===== src/rtl/viterbi_ctl.sv =====
// Frame sequencer for the K=3 rate-1/2 Viterbi datapath: symbol capture, ACS/normalize
// stepping, then a fixed-length traceback, all driven from registered Moore outputs.
module viterbi_ctl #(
  parameter int FRAME_LEN   = 16,
  parameter int AW          = 4,
  parameter int NORM_PERIOD = 4
) (
  input  logic          clk,
  input  logic          reset,
  input  logic          start,
  input  logic          sym_valid,
  output logic          sym_ready,
  input  logic          cx0,
  input  logic          cx1,
  output logic          bmu_cx0,
  output logic          bmu_cx1,
  output logic          acs_init,
  output logic          acs_en,
  output logic          norm_en,
  output logic          sm_wr_en,
  output logic [AW-1:0] sm_addr,
  output logic          tb_start,
  output logic          tb_en,
  output logic          busy,
  output logic          frame_done
);

  localparam int NW = (NORM_PERIOD > 1) ? $clog2(NORM_PERIOD) : 1;

  typedef enum logic [2:0] {
    IDLE, INIT, WAIT_SYM, ACS, NORM, TRACE, DONE
  } state_t;

  state_t        state;
  logic [AW-1:0] step_cnt;
  logic [NW-1:0] norm_cnt;
  logic          last_step;
  logic          norm_wrap;

  assign last_step = (step_cnt == AW'(FRAME_LEN - 1));
  assign norm_wrap = (norm_cnt == NW'(NORM_PERIOD - 1));

  // Outputs are loaded together with the next state, so each reflects the state it belongs to.
  always_ff @(posedge clk or posedge reset) begin
    if (reset) begin
      state      <= IDLE;
      step_cnt   <= '0;
      norm_cnt   <= '0;
      sym_ready  <= 1'b0;
      bmu_cx0    <= 1'b0;
      bmu_cx1    <= 1'b0;
      acs_init   <= 1'b0;
      acs_en     <= 1'b0;
      norm_en    <= 1'b0;
      sm_wr_en   <= 1'b0;
      sm_addr    <= '0;
      tb_start   <= 1'b0;
      tb_en      <= 1'b0;
      busy       <= 1'b0;
      frame_done <= 1'b0;
    end else begin
      acs_init   <= 1'b0;
      acs_en     <= 1'b0;
      norm_en    <= 1'b0;
      sm_wr_en   <= 1'b0;
      tb_start   <= 1'b0;
      tb_en      <= 1'b0;
      frame_done <= 1'b0;
      case (state)
        IDLE: begin
          if (start) begin
            state    <= INIT;
            acs_init <= 1'b1;
            busy     <= 1'b1;
            step_cnt <= '0;
            norm_cnt <= '0;
          end
        end
        INIT: begin
          state     <= WAIT_SYM;
          sym_ready <= 1'b1;
        end
        WAIT_SYM: begin
          if (sym_valid) begin
            bmu_cx0   <= cx0;
            bmu_cx1   <= cx1;
            state     <= ACS;
            sym_ready <= 1'b0;
            acs_en    <= 1'b1;
            sm_wr_en  <= 1'b1;
            sm_addr   <= step_cnt;
          end
        end
        ACS: begin
          if (norm_wrap) begin
            norm_cnt <= '0;
            state    <= NORM;
            norm_en  <= 1'b1;
          end else begin
            norm_cnt <= norm_cnt + NW'(1);
            if (last_step) begin
              state    <= TRACE;
              sm_addr  <= AW'(FRAME_LEN - 1);
              tb_en    <= 1'b1;
              tb_start <= 1'b1;
            end else begin
              step_cnt  <= step_cnt + AW'(1);
              state     <= WAIT_SYM;
              sym_ready <= 1'b1;
            end
          end
        end
        NORM: begin
          if (last_step) begin
            state    <= TRACE;
            sm_addr  <= AW'(FRAME_LEN - 1);
            tb_en    <= 1'b1;
            tb_start <= 1'b1;
          end else begin
            step_cnt  <= step_cnt + AW'(1);
            state     <= WAIT_SYM;
            sym_ready <= 1'b1;
          end
        end
        TRACE: begin
          if (sm_addr == '0) begin
            state      <= DONE;
            frame_done <= 1'b1;
          end else begin
            sm_addr <= sm_addr - AW'(1);
            tb_en   <= 1'b1;
          end
        end
        DONE: begin
          state   <= IDLE;
          busy    <= 1'b0;
          sm_addr <= '0;
        end
        default: state <= IDLE;
      endcase
    end
  end

endmodule


===== config.mk =====
export PLATFORM = sky130hd
export DESIGN_NAME = viterbi_ctl
export DESIGN_NICKNAME = d
export VERILOG_FILES = /design/src/rtl/viterbi_ctl.sv
export SDC_FILE = /design/constraint.sdc
export NUM_CORES = 1
export LEC_CHECK = 0
export ABC_AREA = 1
export CAP_MARGIN = 30
export CORE_MARGIN = 2
export CORE_UTILIZATION = 50
export DETAILED_ROUTE_END_ITERATION = 6
export PLACE_DENSITY = 0.73
export SETUP_SLACK_MARGIN = 0.02
export SLEW_MARGIN = 10
export SYNTH_ARGS = -nofsm -noshare
export SYNTH_HDL_FRONTEND = slang
export SYNTH_SLANG_ARGS = --single-unit

===== constraint.sdc =====
create_clock -name clk -period 2.7 [get_ports clk]
set_input_delay 0.675 -clock clk [delete_from_list [all_inputs] [get_ports clk]]
set_output_delay 0.675 -clock clk [all_outputs]
set_load 0.005 [all_outputs]

==> metrics.md, run 1 <==
| Metric | Value |
|---|---|
| Status | finished, final reports clean |
| Num rows | 18 |
| Fin crit share | 0.744 |
| First-pass GRT wire length | 4300 um |
| Clock sinks | 23 |
| Switching power | 0.616 mW |
| Syn_nets | 171 |
| Combinational power share | 0.504 |
| Hold_buf cts | 0 |
| Grt ovf | 0 |
| VDD IR max | 0.546 mV |
| Setup ws final | 0.692 ns |
| Drt total wl | 2470 um |
| Sum of buffers and inverters on the critical path | 1 |
| Clk Latency, worst-skew pair | 0.32 ns |
| Req. time, crit path | 2.03 ns |
| Number of global-route vias before repair | 1001 |
| CTS tree | built |
| Core Area | 2410 sq um |
| Die area | 2890 sq um |
| Hold slack | 0.508 ns |
| WP data arrival | 1.33 ns |
| DRT antenna net count | 0 |
| Die Height | 53.7 um |
| Final hold vios | 0 |
| Wire per inst | 11.6 um |
| Synth Register Bits | 23 |
| Drt first pass iters | 4 |
| PwrDens | 967 nW/um^2 |
| Most frequent cells in the layout | nand2_1 (57), dfrtp_1 (23), inv_1 (20), clkdlybuf4s50_1 (20) |
| Critical Path End Type | output pin |
| Internal power | 0.827 mW |
| CP top delay family | buffers and inverters |
| Vias per inst | 5.00 |
| Root Buffer Master | clkbuf_4 |
| Top post-synthesis cells by area | dfrtp_1 (47%), nand2_1 (17%), nand3_1 (6.5%) |
| Slowest-stage cell, CP | clkdlybuf4s50_1 |
| Peak Freq | 498 MHz |
| Top-area cell type share of the netlist area | 0.466 |
| Setup_tns | 0 ns |
| Syn Inst Count | 161 |
| H-tree levels | 1 |
| PostCTS Resize Cnt | 0 |
| Io pins | 21 |
| Hold Path Class | reg -> reg |
| Final GP Congestion | 0.822 |
| Sequential area share after synthesis | 0.466 |
| Worst Tran Pin Value | 0.312 ns |
| Antenna cells | 0 |
| Crit Path Category | reg -> out |
| Fillers | 229 |
| RSZ-0062 raised after global routing | false |
| Initial antenna violation count | 0 |
| Final Setup Violations | 0 |
| Most common cell after layout, fill and taps aside | nand2_1 |
| Clock Path Buffers | 2 |
| Largest net degree at the start of global routing | 24 |
| CTS Buf Count | 3 |
| Initial Util | 0.513 |
| Static Leakage | 0.792 nW |
| Max-slew violations | 0 |
| Die X | 53.7 um |
| Remaining DRCs | 0 |
| CP Cell Sequence | clkdlybuf4s50_1 |
| Sequential Power Share | 0.380 |
| CP max FO | 6 |
| Synth Area per Inst | 7.68 sq um |
| Clock slew at reported path FFs | 0.13 ns |
| Setup WS pre-CTS | 0.706 ns |
| Relative slew slack | 0.791 |
| Yosys Warn Count | 0 |
| Clk pwr share | 0.116 |
| Maxcap violations | 0 |
| DR iter-0 viols | 16 |
| Setup bufs post-CTS | 0 |
| Via count | 1069 |
| Final min period | 2.01 ns |
| Total GRT Usage | 0.205 |
| Sw Ratio | 0.427 |
| Dominant cell type by area after synthesis | dfrtp_1 |
| Clk_skew | 0.00345 ns |
| DP HPWL | 1920 um |
| Startpoint types | flip-flop |
| # port buffers | 20 |
| Nets | 195 |
| Max stage delay on crit path | 0.54 ns |
| Yosys cell types | 20 |
| Mapped Area | 1240 sq um |
| Layout cells sized above 1 | 0.0815 |
| Area grow syn2layout | 20.7% |
## flip-flops by register name, summed over array words and instances, names as in the netlist
register,cells
sym_ready,1
state,3
bmu_cx0,1
norm_cnt,2
sm_addr,4
step_cnt,4
bmu_cx1,1
acs_init,1
busy,1
frame_done,1
norm_en,1
tb_start,1
tb_en,1
sm_wr_en,1
## final timing paths
check,startpoint,to,slack (ns),depth (start not counted)
setup reg to reg,step_cnt[1],sm_addr[2],1.16,8
max in group asynchronous,reset,step_cnt[3],1.80,3
hold reg to reg,busy,busy,0.51,2
hold / removal,busy,busy,0.51,2
setup / recovery,sm_addr[2],sm_addr[2],0.69,1
min in group asynchronous,reset,state[1],0.67,3
## through the flow
stage / utilization / power (mW) / area, sq um / cells
floorplan: - / 1.05 / 1240 / 161
global placement: 0.607 / 1.27 / 1460 / 210
detailed placement: 0.607 / 1.28 / 1460 / 210
CTS: 0.619 / 1.46 / 1490 / 214
global route: 0.619 / 1.60 / 1490 / 214
finish: 0.619 / 1.44 / 1490 / 214
## synth_stat cells, drive strengths merged
master  count
o31ai       1
buf         2
nor3b       1
nor2       18
mux2        2
dfrtp      23
a21oi       3
inv        22
nand2      59
o21ai       4
nand3      18
ha          4
o211ai      2
xor2        2
## layer usage
layer	GRT usage	vias to the layer above	share of wire
li1	-	548	-
met1	0.248	489	0.46
met2	0.362	28	0.49
met3	0.0278	4	0.040
met4	0.0897	0	0.013
met5	0	-	0
## cell type report
cell class / instances / area, sq um / area share
sequential: 23 / 576 / 0.386
multi-input combinational: 114 / 559 / 0.375
timing repair buffer: 21 / 208 / 0.139
inverter: 22 / 82.6 / 0.0553
tap: 30 / 37.5 / 0.0251
clock buffer: 3 / 22.5 / 0.0151
clock inverter: 1 / 7.51 / 0.00503
## power groups by stage
stage | Clock, mW | Sequential (mW) | Combinational, mW
global placement | 0 | 0.548 | 0.719
finish | 0.167 | 0.549 | 0.727
floorplan | 0 | 0.530 | 0.522
CTS | 0.172 | 0.549 | 0.737
global route | 0.186 | 0.567 | 0.842
detailed placement | 0 | 0.552 | 0.732
## cells by family (layout without fill, tap and decap cells)
logic type | Yosys count | in the layout | share of synthesized area
AOI/OAI and AO/OA | 10 | 10 | 0.0466
xor gates and xnor gates | 2 | 2 | 0.0142
adders and majority gates | 4 | 4 | 0.0405
buffers and inverters | 24 | 47 | 0.0820
DFF | 23 | 23 | 0.466
muxes | 2 | 2 | 0.0182
and+or+nand+nor | 96 | 96 | 0.333
Note: power is estimated with default switching activity, not from simulation.
==> run 2, diff against run 1 <==
Settings changed: CORE_UTILIZATION 50 to 46, PLACE_DENSITY 0.73 to 0.71.
Clock period 2.7 ns to 1.74 ns, I/O delays scaled along.
==> run 2 against run 1 <==
Against the previous run:
- routed wire length up 5.8%
- sequential power up 52%
- combinational power up 64%
- via count up 3.1%
- sequential cell count unchanged
- count of clock-buffer cells in the layout up 1
==> metrics.md, run 2 (synthesis results as in run 1) <==
| Metric | Value |
|---|---|
| Clock slew at reported path FFs | 0.13 ns (about the same) |
| Remaining DRCs | 0 (unchanged) |
| Final Setup Violations | 0 (unchanged) |
| CTS Buf Count | 3 (unchanged) |
| H-tree levels | 1 (unchanged) |
| Fillers | 237 (+3.5%) |
| Setup_tns | 0 ns (unchanged) |
| Largest net degree at the start of global routing | 24 (unchanged) |
| Setup ws final | 0.0644 ns (-0.627 ns) |
| Final hold vios | 0 (unchanged) |
| Startpoint types | flip-flop |
| CP Cell Sequence | clkdlybuf4s50_1 |
| Worst reg2reg startpoint | step_cnt[1] |
| Antenna cells | 0 (unchanged) |
| Peak Freq | 597 MHz |
| # port buffers | 20 (unchanged) |
| Wire per inst | 12.1 um (+4.8%) |
| Most common cell after layout, fill and taps aside | nand2_1 |
| Sequential Power Share | 0.366 (-0.014) |
| Combinational power share | 0.523 (+0.019) |
| First-pass GRT wire length | 4660 um (+8.4%) |
| Hold Path Class | in -> async |
| Hold slack | 0.435 ns (-0.0731 ns) |
| Initial Util | 0.490 (-0.0229) |
| Final GP Congestion | 0.883 (+7.5%) |
| Maxcap violations | 0 (unchanged) |
| Critical Path End Type | output pin |
| Clock Path Buffers | 2 (unchanged) |
| Clk Latency, worst-skew pair | 0.32 ns (about the same) |
| Grt ovf | 0 (unchanged) |
| Num rows | 18 (unchanged) |
| Core Area | 2520 sq um (+4.7%) |
| Vias per inst | 5.10 (+2.1%) |
| Layout cells sized above 1 | 0.0968 (+0.0153) |
| Most frequent cells in the layout | nand2_1 (57), dfrtp_1 (22), inv_1 (20), clkdlybuf4s50_1 (20), nand3_1 (16) |
| Io pins | 21 (unchanged) |
| VDD IR max | 1.02 mV (+86%) |
| Max-slew violations | 0 (unchanged) |
| DP HPWL | 2030 um (+5.4%) |
| CP Launch Point | sm_addr[1] |
| Drt first pass iters | 4 (unchanged) |
| RSZ-0062 raised after global routing | false |
| Total chip power | 2.28 mW (+58%) |
| Root Buffer Master | clkbuf_4 |
| CP max FO | 4 (-2) |
| Reg2Reg Depth | 7 (-1) |
| Sum of buffers and inverters on the critical path | 1 (unchanged) |
| Nets | 197 (+1.0%) |
| Die Height | 55.8 um (+3.9%) |
| Max stage delay on crit path | 0.51 ns (-0.03 ns) |
| Switching power | 0.974 mW (+58%) |
| Status | finished, final reports clean |
| Relative slew slack | 0.783 (-0.00848) |
| Worst Tran Pin Value | 0.325 ns (+0.0127 ns) |
| Slowest-stage cell, CP | clkdlybuf4s50_1 |
| WP data arrival | 1.24 ns (-0.09 ns) |
| Biggest regs | sm_addr: 4 flops, step_cnt: 4 flops, state: 3 flops |
| Static Leakage | 0.802 nW (+1.3%) |
| Sw Ratio | 0.427 (about the same) |
| Internal power | 1.31 mW (+58%) |
| Drt total wl | 2620 um (+5.8%) |
| Final min period | 1.68 ns |
| CP top delay family | buffers and inverters |
| Clk_skew | 0.0131 ns (+0.00962 ns) |
| Fin crit share | 0.963 |
| CTS tree | built |
| Crit Path Category | reg -> out |
| Hold_buf cts | 0 (unchanged) |
| Total GRT Usage | 0.187 (-0.0185) |
| Layout Utilization | 0.598 (-0.0217) |
| Die X | 55.8 um (+3.9%) |
| Via count | 1102 (+3.1%) |
| Flop-to-flop setup slack | 0.17 ns (-0.99 ns) |
| Initial antenna violation count | 0 (unchanged) |
| Area grow syn2layout | 22.0% |
| DRT antenna net count | 0 (unchanged) |
| Req. time, crit path | 1.30 ns (-0.73 ns) |
| Number of global-route vias before repair | 1081 (+8.0%) |
| PwrDens | 1510 nW/um^2 (+56%) |
| DR iter-0 viols | 41 (+25) |
| Die area | 3120 sq um (+8.0%) |
| Worst R2R End | step_cnt[0] |
| Setup WS pre-CTS | 0.00324 ns (-0.703 ns) |
| Clk pwr share | 0.111 (-0.005) |
| Clock sinks | 23 (unchanged) |
==> run 2: what timing repair did <==
| item | CTS | global route |
|---|---|---|
| endpoints found under the hold margin | 0 | 0 |
| resized for setup | 1 | 1 |
| buffers inserted | 0 | 2 |
| gates cloned | 0 | 0 |
| setup endpoints to repair | 1 | 4 |
==> run 2: how the worst max path moves through the flow <==
stage / to / slack [ns] / cells past startpoint
after detailed placement: bmu_cx0 / 0.003 / 4
after global routing: sm_addr[1] / 0.02 / 1
final: sm_addr[1] / 0.06 / 1
after global placement: bmu_cx0 / 0.03 / 4
after floorplan: bmu_cx0 / 0.44 / 5
after CTS: sm_addr[2] / 0.02 / 1
==> run 2: metal layers <==
layer / vias up / GRT usage / wire length (um)
met1: 522 / 0.247 / 1230
met3: 4 / 0.0419 / 110
met4: 0 / 0.0782 / 42
met2: 26 / 0.296 / 1230
met5: - / 0 / 0
li1: 550 / - / -
==> run 2: layout make-up <==
type                       count  area, sq um  share of cell area
timing repair buffer          23          223               0.148
multi-input combinational    114          562               0.373
clock buffer                   4         26.3              0.0174
sequential                    23          577               0.383
tap                           30         37.5              0.0249
inverter                      22         82.6              0.0548
==> run 2: stage by stage <==
step | cell area (sq um) | std cells
after global placement | 1460 | 210
after floorplan | 1240 | 161
after detailed placement | 1460 | 210
final | 1510 | 216
after global routing | 1510 | 216
after CTS | 1490 | 214
==> run 2: power by group through the flow <==
stage | Clock [mW] | Sequential [mW] | Combinational, mW
6_report | 0.253 | 0.835 | 1.19
4_1_cts | 0.255 | 0.851 | 1.16
5_1_grt | 0.276 | 0.860 | 1.36
3_3_place_gp | 0 | 0.846 | 1.12
2_1_floorplan | 0 | 0.822 | 0.810
3_5_place_dp | 0 | 0.860 | 1.16
==> run 3, diff against run 2 <==
Settings changed: CORE_UTILIZATION 46 to 32, PLACE_DENSITY 0.71 to 0.52.
==> run 3 against run 2 <==
Against the previous run:
- critical endpoint is now sm_addr[2]
- worst setup slack better by 0.024 ns
- cell count is 7.4% higher
- fmax is 1.5% higher
- via count is 2.8% lower
- final area is 1.6% higher
- combinational power is 4% lower
- power is 1.8% higher
- non-clock buffer count is 2 lower
- highest routed layer unchanged
- global-route usage is 4.5 points lower
==> metrics.md, run 3 (synthesis results as in run 1) <==
| Metric | Value |
|---|---|
| Status | finished, final reports clean |
| Fillers | 379 (+60%) |
| Clock slew at reported path FFs | 0.08 ns (-0.05 ns) |
| Relative slew slack | 0.785 (+0.00212) |
| Peak Freq | 606 MHz (+1.5%) |
| Final hold vios | 0 (unchanged) |
| Worst R2R End | sm_addr[0] |
| Uppermost layer routed | met4 |
| Clock Path Buffers | 2 (unchanged) |
| Num rows | 22 (+4) |
| Vias per inst | 4.62 (-9.5%) |
| Nets | 195 (-1.0%) |
| Setup_tns | 0 ns (unchanged) |
| Min-delay src | norm_cnt[0] |
| Hold endpoint | norm_cnt[0] |
| Met1 wire length | 1210 um (-1.6%) |
| Root Buffer Master | clkbuf_8 |
| Req. time, crit path | 1.30 ns (about the same) |
| Via count | 1071 (-2.8%) |
| H-tree levels | 1 (unchanged) |
| Crit Path Category | reg -> out |
| Total GRT Usage | 0.142 (-0.0450) |
| Met2 wire length | 1240 um (+0.57%) |
| Initial Util | 0.335 (-0.155) |
| Post-route insts no fill | 232 (+7.4%) |
| Clk Latency, worst-skew pair | 0.26 ns (-0.06 ns) |
| Biggest regs | sm_addr: 4 flops, step_cnt: 4 flops, state: 3 flops |
| CP Cell Sequence | clkdlybuf4s50_1 |
| DRT antenna net count | 0 (unchanged) |
| Initial antenna violation count | 0 (unchanged) |
| PwrDens | 1520 nW/um^2 (+0.21%) |
| Critical Path End Type | output pin |
| CP max FO | 6 (+2) |
| Maxcap violations | 0 (unchanged) |
| Max stage delay on crit path | 0.52 ns (about the same) |
| WP data arrival | 1.22 ns (-0.02 ns) |
| Most frequent cells in the layout | nand2_1 (57), dfrtp_1 (22), inv_1 (20), clkdlybuf4s50_1 (20) |
| Clock sinks | 23 (unchanged) |
| DP HPWL | 2050 um (+1.4%) |
| Largest net degree at the start of global routing | 24 (unchanged) |
| Drt first pass iters | 4 (unchanged) |
| Worst reg2reg startpoint | step_cnt[1] |
| Final min period | 1.65 ns (-0.0242 ns) |
| Startpoint types | flip-flop |
| CP top delay family | buffers and inverters |
| Area grow syn2layout | 23.9% |
| Drt total wl | 2600 um (-0.65%) |
| Final GP Congestion | 0.839 (-5.0%) |
| Slowest-stage cell, CP | clkdlybuf4s50_1 |
| Number of global-route vias before repair | 1055 (-2.4%) |
| Reg2Reg Depth | 8 (+1) |
| DR iter-0 viols | 68 (+66%) |
| Number of cells on the worst hold path | 1 |
| Die area | 4380 sq um (+40%) |
| Remaining DRCs | 0 (unchanged) |
| CTS tree | built |
| Most common cell after layout, fill and taps aside | nand2_1 |
| Placed Cells | 228 (+8.6%) |
| Worst Tran Pin Value | 0.322 ns (-0.00317 ns) |
| Clk_skew | 0.00173 ns (-0.0113 ns) |
| Io pins | 21 (unchanged) |
| RSZ-0062 raised after global routing | false |
| Die Height | 66.2 um (+18%) |
| Layout cells sized above 1 | 0.0815 (-0.0153) |
| Flop-to-flop setup slack | 0.22 ns (+0.05 ns) |
| Sum of buffers and inverters on the critical path | 1 (unchanged) |
| Fin crit share | 0.949 (-0.0139) |
| Core Area | 3690 sq um (+46%) |
| Hold Path Class | reg -> reg |
| Grt ovf | 0 (unchanged) |
| CTS Buf Count | 3 (unchanged) |
| Die X | 66.2 um (+18%) |
| Antenna cells | 0 (unchanged) |
| First-pass GRT wire length | 4750 um (+2.1%) |
| Static Leakage | 0.799 nW (-0.32%) |
| Max-slew violations | 0 (unchanged) |
| WL met3 | 105 um (-4.5%) |
| VDD IR max | 0.483 mV (-53%) |
| Final Setup Violations | 0 (unchanged) |
| Wire per inst | 11.2 um (-7.5%) |
| # port buffers | 20 (unchanged) |
run 3: changes by cell type in the layout (fill, tap and decap cells not counted):
cell	change
buf_4	-2
clkbuf_4	-3
clkbuf_8	+3
nor2_1	+1
nor2_2	-1
run 3: per-stage QoR:
| stage | power [mW] | area [sq um] | worst slack (ns) | hold WS [ns] | utilization |
|---|---|---|---|---|---|
| 3_3_place_gp | 1.99 | 1490 | 0.0697 | 0.480 | 0.403 |
| 2_1_floorplan | 1.63 | 1240 | 0.442 | 0.437 | - |
| 6_report | 2.32 | 1530 | 0.0886 | 0.498 | 0.415 |
| 4_1_cts | 2.36 | 1530 | 0.0789 | 0.505 | 0.415 |
| 3_5_place_dp | 2.00 | 1490 | -0.00820 | 0.493 | 0.403 |
| 5_1_grt | 2.58 | 1530 | 0.0228 | 0.544 | 0.415 |
run 3: area by class of cell:
cell class                 instances  area, sq um  share of cell area
multi-input combinational        114          559               0.365
inverter                          22         82.6              0.0539
sequential                        23          577               0.377
clock buffer                       4         45.0              0.0294
tap                               48         60.1              0.0392
timing repair buffer              21          208               0.136
run 3: worst max path at each step:
stage,start,end,cells past startpoint
floorplan,state[0],bmu_cx0,5
finish,sm_addr[2],sm_addr[2],1
global placement,sym_valid,bmu_cx1,4
CTS,sm_addr[3],sm_addr[3],1
global route,sm_addr[3],sm_addr[3],1
detailed placement,sym_valid,bmu_cx0,4
run 3: where the power goes:
group / total, mW / switching, mW / internal, mW / leakage, nW
clock network: 0.337 / 0.174 / 0.164 / 0.0228
registers: 0.847 / 0.149 / 0.699 / 0.293
logic: 1.14 / 0.638 / 0.499 / 0.484
run 3: routing by layer:
| metal | vias to the layer above | GRT usage |
|---|---|---|
| met1 | 497 | 0.186 |
| met2 | 22 | 0.226 |
| met4 | 0 | 0.0612 |
| met3 | 5 | 0.0273 |
| met5 | - | 0 |
| li1 | 547 | - |
run 3: timing repair:
item,4_1_cts,5_1_grt
hold buffers,0,0
buffers inserted,0,0
hold endpoints to repair,0,0
endpoints found under the setup margin,1,0
gates resized for setup,1,0
==> edit 1 (settings of run 3) <==
`AW`: 4 -> 6.
--- a/src/rtl/viterbi_ctl.sv
+++ b/src/rtl/viterbi_ctl.sv
@@ -2,7 +2,7 @@
 // stepping, then a fixed-length traceback, all driven from registered Moore outputs.
 module viterbi_ctl #(
   parameter int FRAME_LEN   = 16,
-  parameter int AW          = 4,
+  parameter int AW          = 6,
   parameter int NORM_PERIOD = 4
 ) (
   input  logic          clk,
Interface: changed (resized sm_addr); port bits go from 21 to 23. No check against the original RTL was run, so the function may have changed too.
==> edit 1 against run 3 <==
Die area rose by 27%; routed wire length up 27%; critical endpoint unchanged; non-clock buffer count grew 6; fmax hardly changed; first-iteration DRC count is 8.8% lower; worst setup slack hardly changed; power rose by 15%; synthesized area increased by 29%; sequential cell count grew 4; design area grew 28%.
==> edit 1: results (changes against run 3) <==
worst_setup_path:
  slowest_stage: "clkdlybuf4s50_1"
  crit_family: "buffers and inverters"
  r2r_setup_slack_ps: 160  # -60 ps
  r2r_end: "state[0]"
  path_max_fanout: 5  # -1
  r2r_start: "state[2]"
  arrival_ps: 1220  # about the same
cells_and_area:
  nets: 255  # +31%
  layout-drive-gt1-share: 0.1189  # +0.03733
  diodes: 0  # unchanged
  reg_top3: "sm_addr (6), step_cnt (6), state (3)"
  n_fill_cell: 519  # +37%
synthesis:
  synth_common_cells: "nand2_1, dfrtp_1, inv_1"
  ys_seq_area_frac: 0.4249  # -0.04072
  synth_nets: 226  # +32%
  synth_area_leaders: "dfrtp_1, nand2_1, nand3_1, inv_1, nor2_1"
  ys_types: 20  # unchanged
  async_reset_ff_frac: 1.000  # unchanged
clock_tree:
  cts_made_buffers: 3  # unchanged
  post_cts_buffers: 0  # unchanged
  clockBufferDepth: 2  # unchanged
  cts_max_level: 1  # unchanged
  cts_root_buffer: "clkbuf_8"
placed_design:
  place.gp.congestion: 0.8489  # +1.2%
  detailed_place_hpwl_mm: 2.634  # +28%
  io_buffer_count: 22  # +10%
drt:
  wl_per_cell_um: 10.58  # -5.6%
  vias: 1370  # +28%
  drt_iter0_markers: 62  # -8.8%
power:
  p_switching_mw: 1.153  # +20%
  leakagePower_nw: 1.038  # +30%
  ir_drop_mv: 0.5393  # +12%
timing:
  skew_ps: 3.791  # +2.062 ps
  worst_pin_slew_ps: 339.7  # +18.15 ps
grt:
  grt_pass1_vias: 1245  # +18%
  grt_pass1_wl_mm: 5.727  # +20%
  grt_usage: 0.1346  # -0.007310
  grt_max_degree: 28  # +17%
worst_hold_path:
  min_path_type: "flop to flop"
  holdPathEnd: "norm_cnt[0]"
status:
  status: "completed"
edit 1: changes by cell type in the layout (fill, tap and decap cells not counted), sizes merged, moves of 4 or more:
| cell | run 3 | this run |
|---|---|---|
| o21ai | 4 | 13 |
| nand4 | 0 | 6 |
| nand2 | 59 | 87 |
| buf | 1 | 5 |
| dfrtp | 23 | 27 |
| nand3 | 18 | 22 |
edit 1: cells by family after synthesis:
logic type	count (synthesis)	share of synthesized area
simple gates	137	0.3863
buf+inv	28	0.07789
flops	27	0.4249
compound gates	17	0.06294
fa+ha+maj	4	0.03147
xor+xnor	3	0.01653
edit 1: per-stage QoR:
step | total power, mW | cells | cell area [um2] | hold WS, ps | worst slack, ps
6_report | 2.676 | 311 | 1953 | 485.0 | 88.17
5_1_grt | 2.972 | 311 | 1953 | 517.1 | 24.78
4_1_cts | 2.691 | 311 | 1947 | 489.4 | 68.64
3_5_place_dp | 2.334 | 307 | 1902 | 460.1 | 23.34
3_3_place_gp | 2.337 | 307 | 1902 | 469.0 | 53.39
2_1_floorplan | 1.914 | 216 | 1590 | 449.7 | 358.3
edit 1: routing by layer:
| metal | part of all wire | track usage | vias to the layer above |
|---|---|---|---|
| met3 | 0.029 | 0.02846 | 2 |
| met1 | 0.53 | 0.1992 | 606 |
| met4 | 0.0082 | 0.02976 | 0 |
| met2 | 0.43 | 0.2026 | 26 |
| met5 | 0 | 0 | - |
| li1 | - | - | 736 |
edit 1: how the worst max path moves through the flow:
stage / startpoint / endpoint / slack, ps / cells after the start
finish: sm_addr[2] / sm_addr[2] / 90 / 1
global route: sm_addr[2] / sm_addr[2] / 20 / 1
CTS: sm_addr[3] / sm_addr[3] / 70 / 1
detailed placement: sym_valid / sm_addr[1] / 20 / 7
global placement: sym_valid / sm_addr[0] / 50 / 7
floorplan: state[2] / step_cnt[5] / 360 / 10
edit 1: layout make-up:
type                    instances  share of cell area
repair buffers                 27              0.1320
flip-flops and latches         27              0.3466
well taps                      67             0.04292
clock buffers                   4             0.02306
multi-input cells             161              0.4074
inverters                      25             0.04805
edit 1: what timing repair did:
item | 4_1_cts | 5_1_grt
hold endpoints to repair | 0 | 0
resized for setup | 0 | 2
endpoints found under the setup margin | 0 | 4
edit 1: power groups by stage:
| stage | combinational, mW | clock (mW) | sequential [mW] |
|---|---|---|---|
| after floorplan | 1.00 | 0 | 0.914 |
| after global placement | 1.41 | 0 | 0.932 |
| after detailed placement | 1.41 | 0 | 0.928 |
| after CTS | 1.41 | 0.361 | 0.917 |
| after global routing | 1.64 | 0.394 | 0.943 |
| final | 1.42 | 0.340 | 0.919 |
==> edit 2 (config.mk and constraints of run 3) <==
Without the edit above. Encoding of `state_t`: now one-hot (7 bits for 7 states).
--- a/src/rtl/viterbi_ctl.sv
+++ b/src/rtl/viterbi_ctl.sv
@@ -27,8 +27,8 @@
 
   localparam int NW = (NORM_PERIOD > 1) ? $clog2(NORM_PERIOD) : 1;
 
-  typedef enum logic [2:0] {
-    IDLE, INIT, WAIT_SYM, ACS, NORM, TRACE, DONE
+  typedef enum logic [6:0] {
+    IDLE = 7'b0000001, INIT = 7'b0000010, WAIT_SYM = 7'b0000100, ACS = 7'b0001000, NORM = 7'b0010000, TRACE = 7'b0100000, DONE = 7'b1000000
   } state_t;
 
   state_t        state;
Function: same outputs for any inputs over 10 cycles, from zero or initial values and one cycle with reset high; not proved beyond that.
==> edit 2 against run 3 <==
Design area is 16% higher; sequential power is 5.1% lower; critical path depth stayed put; clock power is 11% higher; worst hold slack worse by 16 ps; worst setup slack worse by 1.6 ps; critical endpoint unchanged; routed wire length is 17% higher; synthesized area is 19% higher; power is 23% lower; sequential cell count is 4 higher; fmax hardly changed.
==> edit 2: results (changes against run 3) <==
status:
  status: "completed"
synthesis:
  ys_seq_area_frac: 0.4620  # -0.003589
  synth_xor_area_frac: 0.01196  # -0.002214
  ys_types: 24  # +20%
  synthMuxAreaShare: 0.01537  # -0.002847
  synth_nets: 187  # +9.4%
  synth_compound_area_frac: 0.04782  # +0.001264
  synthAdderAreaFrac: 0.03416  # -0.006327
clock_tree:
  clkTransAtPathRegs_ps: 100  # +20 ps
worst_setup_path:
  r2r_start: "sm_addr[0]"
  reg2reg_depth: 10  # +2
  path_max_fanout: 5  # -1
  r2r_end: "sm_addr[2]"
drt:
  wl_per_cell_um: 12.05  # +7.6%
  drt_iter0_markers: 44  # -35%
  vias_per_cell: 4.660  # +0.95%
cells_and_area:
  nets: 212  # +8.7%
  reg_top3: "state (7), sm_addr (4), step_cnt (4)"
placed_design:
  place.gp.congestion: 0.7788  # -7.1%
  detailed_place_hpwl_mm: 2.369  # +15%
power:
  leakagePower_nw: 0.9409  # +18%
  p_sw_frac: 0.3435  # -0.06989
  ir_drop_mv: 0.5137  # +6.3%
grt:
  grt_max_degree: 28  # +17%
  grt_pass1_wl_mm: 5.271  # +11%
  grt_pass1_vias: 1163  # +10%
timing:
  worst_pin_slew_ps: 346.4  # +24.79 ps
worst_hold_path:
  worstHoldStart: "sym_ready"
[edit 2: power groups by stage]
stage	Sequential, mW	Clock [mW]	Combinational, mW
final	0.804	0.375	0.602
after global routing	0.822	0.414	0.687
after CTS	0.804	0.383	0.611
after detailed placement	0.816	0	0.608
after global placement	0.811	0	0.601
after floorplan	0.810	0	0.382
[edit 2: area by class of cell]
cell class	instances	area, um2	area share
Timing Repair Buffer	21	207.7	0.1165
Multi-Input combinational cell	122	684.4	0.3839
Inverter	27	101.3	0.05684
Clock buffer	3	41.29	0.02316
Sequential cell	27	678.2	0.3804
Tap cell	52	65.06	0.03649
Clock inverter	1	5.005	0.002807
[edit 2: stage by stage]
stage | instance area, um2 | power [mW] | cells | setup WS [ps] | utilization
2_1_floorplan | 1465 | 1.192 | 177 | 362.3 | -
3_3_place_gp | 1730 | 1.412 | 249 | 47.96 | 0.3947
3_5_place_dp | 1730 | 1.424 | 249 | 13.76 | 0.3947
4_1_cts | 1777 | 1.798 | 253 | 25.90 | 0.4053
5_1_grt | 1783 | 1.923 | 253 | 21.23 | 0.4067
6_report | 1783 | 1.781 | 253 | 86.94 | 0.4067
[edit 2: cell families after synthesis]
logic type                 Yosys count
and+or+nand+nor                    101
buffers and inverters               28
DFF                                 27
AOI/OAI and AO/OA                   13
adders and majority gates            4
xor gates and xnor gates             2
muxes                                2
[edit 2: timing repair]
| action | in CTS | in global routing |
|---|---|---|
| hold endpoints to repair | 0 | 0 |
| resized for setup | 0 | 2 |
| setup endpoints to repair | 0 | 2 |
[edit 2: worst min path at each step]
stage / end / slack, ps / cells after the start
finish: sym_ready / 480 / 2
global route: sym_ready / 520 / 2
CTS: sym_ready / 490 / 2
detailed placement: sym_ready / 470 / 2
global placement: sym_ready / 460 / 2
floorplan: sym_ready / 460 / 2
[edit 2: routing by layer]
metal	up-vias	wire, um	global-route usage
met1	556	1490	0.1740
met3	5	57	0.01688
li1	602	-	-
met4	0	69	0.06289
met2	16	1431	0.2171
met5	-	0	0
